**src/rtl/bcd2bin16_seq.sv**
```systemverilog
// bcd2bin16_seq
// -----------------------------------------------------------------------------
// Multi-cycle packed-BCD to binary converter (reverse double-dabble).
// A packed BCD value is accepted with a valid/ready handshake and converted
// one bit per clock. The 16-bit result is presented with its own
// valid/ready handshake.
//
// Ports:
//   clk        system clock, rising edge
//   rst_n      asynchronous active-low reset
//   in_valid   bcd_in holds a value to convert
//   in_ready   block can accept a value (high only while idle)
//   bcd_in     packed BCD, most significant digit in the top nibble
//   out_valid  binary/overflow/bad_digit are valid (high only when done)
//   out_ready  consumer takes the result
//   binary     converted value
//   overflow   full converted value does not fit in OUT_W bits
//   bad_digit  at least one input nibble was greater than 9
//
// Build option:
//   BCD2BIN_SAT_EN  when defined, an overflowing result saturates binary to
//                   all ones; otherwise binary carries the truncated low bits.
module bcd2bin16_seq #(
    parameter int DIGITS = 5,
    parameter int BIN_W  = 17,
    parameter int OUT_W  = 16
) (
    input  logic                  clk,
    input  logic                  rst_n,
    input  logic                  in_valid,
    output logic                  in_ready,
    input  logic [4*DIGITS-1:0]   bcd_in,
    output logic                  out_valid,
    input  logic                  out_ready,
    output logic [OUT_W-1:0]      binary,
    output logic                  overflow,
    output logic                  bad_digit
);

    localparam int BCD_W = 4 * DIGITS;
    localparam int SR_W  = BCD_W + BIN_W;
    localparam int CNT_W = $clog2(BIN_W + 1);

    typedef enum logic [1:0] {
        IDLE,
        CONV,
        DONE
    } state_t;

    state_t             state;
    state_t             state_next;
    logic [SR_W-1:0]    sr;
    logic [SR_W-1:0]    sr_shift;
    logic [SR_W-1:0]    sr_corr;
    logic [CNT_W-1:0]   cnt;
    logic               bad_latch;
    logic               last_iter;
    logic [BIN_W-1:0]   bin_next;
    logic               ovf_next;
    logic [OUT_W-1:0]   res_bin;
    logic               res_ovf;

    // Any nibble above 9 marks the whole input as malformed.
    function automatic logic has_bad_digit(input logic [BCD_W-1:0] v);
        logic bad;
        bad = 1'b0;
        for (int i = 0; i < DIGITS; i++) begin
            if (v[4*i +: 4] > 4'd9) begin
                bad = 1'b1;
            end
        end
        return bad;
    endfunction

    assign in_ready  = (state == IDLE);
    assign out_valid = (state == DONE);
    assign last_iter = (cnt == CNT_W'(BIN_W - 1));

    // One reverse double-dabble step: shift the whole {bcd, bin} register
    // right, then pull every BCD digit that landed at 8 or more back down
    // by 3. This undoes the "add 3 if >= 5" of the forward algorithm, so
    // each digit halves correctly in decimal.
    always_comb begin
        sr_shift = sr >> 1;
        sr_corr  = sr_shift;
        for (int i = 0; i < DIGITS; i++) begin
            if (sr_shift[BIN_W + 4*i +: 4] >= 4'd8) begin
                sr_corr[BIN_W + 4*i +: 4] = sr_shift[BIN_W + 4*i +: 4] - 4'd3;
            end
        end
    end

    // Result fields as they will look after the final iteration. A bad
    // input digit overrides everything else.
    assign bin_next = sr_corr[BIN_W-1:0];
    assign ovf_next = |bin_next[BIN_W-1:OUT_W];

    always_comb begin
`ifdef BCD2BIN_SAT_EN
        res_bin = ovf_next ? {OUT_W{1'b1}} : bin_next[OUT_W-1:0];
`else
        res_bin = bin_next[OUT_W-1:0];
`endif
        res_ovf = ovf_next;
        if (bad_latch) begin
            res_bin = '0;
            res_ovf = 1'b0;
        end
    end

    // Next-state logic for the IDLE -> CONV -> DONE -> IDLE cycle.
    always_comb begin
        state_next = state;
        case (state)
            IDLE: begin
                if (in_valid) begin
                    state_next = CONV;
                end
            end
            CONV: begin
                if (last_iter) begin
                    state_next = DONE;
                end
            end
            DONE: begin
                if (out_ready) begin
                    state_next = IDLE;
                end
            end
            default: begin
                state_next = IDLE;
            end
        endcase
    end

    always_ff @(posedge clk or negedge rst_n) begin
        if (!rst_n) begin
            state <= IDLE;
        end else begin
            state <= state_next;
        end
    end

    // Datapath: load on accept, iterate during conversion, and capture the
    // result fields only on the edge that enters DONE so they stay frozen
    // until the next conversion finishes.
    always_ff @(posedge clk or negedge rst_n) begin
        if (!rst_n) begin
            sr        <= '0;
            cnt       <= '0;
            bad_latch <= 1'b0;
            binary    <= '0;
            overflow  <= 1'b0;
            bad_digit <= 1'b0;
        end else begin
            case (state)
                IDLE: begin
                    if (in_valid) begin
                        sr        <= {bcd_in, {BIN_W{1'b0}}};
                        cnt       <= '0;
                        bad_latch <= has_bad_digit(bcd_in);
                    end
                end
                CONV: begin
                    sr  <= sr_corr;
                    cnt <= cnt + 1'b1;
                    if (last_iter) begin
                        binary    <= res_bin;
                        overflow  <= res_ovf;
                        bad_digit <= bad_latch;
                    end
                end
                default: begin
                end
            endcase
        end
    end

endmodule
```
**config.mk**
```make
export PLATFORM = sky130hd
export DESIGN_NAME = bcd2bin16_seq
export DESIGN_NICKNAME = d
export VERILOG_FILES = /design/src/rtl/bcd2bin16_seq.sv
export SDC_FILE = /design/constraint.sdc
export NUM_CORES = 1
export LEC_CHECK = 0
export ABC_CLOCK_PERIOD_IN_PS = 4800
export CAP_MARGIN = 20
export CORE_ASPECT_RATIO = 1.75
export CORE_MARGIN = 10
export CORE_UTILIZATION = 58
export DETAILED_ROUTE_END_ITERATION = 6
export PLACE_DENSITY = 0.84
export SLEW_MARGIN = 5
export SYNTH_ARGS = -nofsm -noshare
export SYNTH_HDL_FRONTEND = slang
export SYNTH_SLANG_ARGS = --single-unit
```
**constraint.sdc**
```tcl
create_clock -name clk -period 4.8 [get_ports clk]
set_input_delay 0.96 -clock clk [delete_from_list [all_inputs] [get_ports clk]]
set_output_delay 0.96 -clock clk [all_outputs]
set_load 0.05 [all_outputs]
```
==> impl_metrics.ini <==
[logic_synthesis]
netlist_instances = 290
yosysTopAreaCell = dfrtp_1
synth_seq_cells = 62
synth_nets = 324
ys_warn_count = 0
synth_top_cell_area_share_pct = 51.18
syn_area_per_cell_sq_um = 10.45
seq_area_frac_synth_pct = 51.18
synth_area_sq_um = 3032
yosys-top-cells-area = dfrtp_1 (51%), mux2_2 (6.7%), nand2_1 (5.4%)
synth_cell_types = 31

[global_route]
antenna_found_initial = 0
grt_pass1_vias = 2278
grt_pass1_wl_mm = 10.45
grt_max_degree = 63
overflow = 0
grt_use_total_pct = 15.63

[timing]
fin_crit_ps = 3040
slew_viol_final = 0
setup_viol = 0
maxSlewHeadroom_pct = 25.79
tns_ps = 0
fmax_mhz = 329.0
post-route-period-util_pct = 63.33
timing.hold.ws_ps = 482.1
timing.final.hold_violations = 0
finClkSkew_ps = 4.259
worst_pin_slew_ps = 1113
grt_setup_unrepaired = false

[die]
core_area_sq_um = 5020
fp-row-count = 34
pin_count = 44
initial_utilization_pct = 60.39
die_w_um = 74.65
die_h_um = 115.6
die_area_sq_um = 8633

[critical_path]
crit_fanout = 16
r2r-start = state[0]
critPathRequiredTime_ps = 3840
criticalPathCategory = reg -> out
critPathLaunchType = flip-flop
worstPathArrival_ps = 2080
crit_start = state[1]
cp-end-kind = output pin

[route]
viasPerCell = 5.764
drc = 0
final_antenna_net_count = 0
drt-pass1-iter-count = 4
vias = 2225
drt_iter0_drc = 169
wirelength_mm = 6.275
wl_per_cell_um = 16.26

[cts]
htree_num_levels = 3
cts_tree = yes
cts_buffers = 9
cts-hold-fix-buffers = 0
clkSinkCount = 62
clk_latency_ps = 330
cts-root-buf = clkbuf_8
clk_path_buf_depth = 2
clkTransAtPathRegs_ps = 60
cts_resized = 0
post_cts_buffers = 0

[min_path]
hold_class = reg -> reg
hp-start = cnt[4]

[power_and_ir_drop]
ir_drop_uv = 419.1
power.density_nw_per_um2 = 620.2
finalPower_mw = 2.256
p_leak_nw = 1.698

[placement]
portBuffers = 43
place_area_sq_um = 3448
gp_congestion = 0.7976
place_hpwl_mm = 4.419

[layout]
num_antenna_cells = 0
layout_common_cells = dfrtp_1 (62), nand2_1 (44), clkdlybuf4s50_1 (42)
areaGrowthSynthToFinish_pct = 19.98
nets = 363
final_common_cell = dfrtp_1
layout-drive-gt1-share_pct = 11.14
design_area_sq_um = 3637
final_util_pct = 72.46

[job]
max_cap_violations = 0

[run_status]
status = finished clean
[cells by family after synthesis]
logic type               Yosys count  share of synthesized area [%]
adder cells (fa/ha/maj)           10                          4.127
AO/OA/AOI/OAI                     49                          11.18
flip-flops                        62                          51.18
AND/OR/NAND/NOR                  107                          17.71
XOR/XNOR                           8                          2.311
buffers and inverters             29                          4.499
multiplexers                      25                          8.997
[stage by stage]
stage	instances	worst slack (ps)
2_1_floorplan	290	2476
3_3_place_gp	372	1986
3_5_place_dp	372	1897
4_1_cts	386	1730
5_1_grt	386	1646
6_report	386	1760
[critical path, stage by stage (launching register included)]
cell and delay [ps]:
dfrtp_1 650, inv_1 140, nor2_1 120, clkdlybuf4s50_1 830
[sequential cells by signal, indices dropped and copies added (netlist names)]
register and count:
sr 36, bad_latch 1, cnt 5, state 2, binary 16, bad_digit 1, overflow 1
[metal layers]
layer,GRT usage [%],share of wire [%]
met1,16.61,37
met2,27.59,54
met3,3.510,5.6
met4,8.249,2.6
met5,0,0
[final cells by class]
cell class              count  area, sq um
fillers                   380         1383
clock inverters             1        30.03
multi-input cells         199         1344
repair buffers             45        440.4
inverters                  12        45.04
flip-flops and latches     62         1551
clock buffers              13        158.9
well taps                  54        67.56
[cell usage after synthesis, drive strengths merged]
master / n
a221o: 4
clkbuf: 7
nand4: 2
o31ai: 2
a21oi: 9
nand2: 45
mux2i: 7
a2bb2oi: 4
o21a: 4
nand2b: 2
nor2b: 23
inv: 12
o22a: 5
xnor2: 8
a31oi: 1
dfrtp: 62
or3b: 1
buf: 10
o21ai: 12
a22oi: 7
and4bb: 1
nand3: 22
nor2: 6
nor3b: 5
mux2: 18
ha: 10
o21bai: 1
[report_power, final]
part           internal, mW  switching [mW]
logic                 0.403           0.484
registers             0.717           0.208
clock network         0.263           0.182
total                  1.38           0.873
[final timing paths]
check | end | slack (ps) | cells after the start
worst min-delay path | cnt[4] | 480 | 1
max in group asynchronous | binary[3] | 3520 | 2
worst min register to register | cnt[4] | 480 | 1
worst max register to register | sr[28] | 2510 | 3
worst max-delay path | out_valid | 1760 | 3
min in group asynchronous | sr[26] | 770 | 2
No activity file was read; power rests on OpenSTA's default activity.
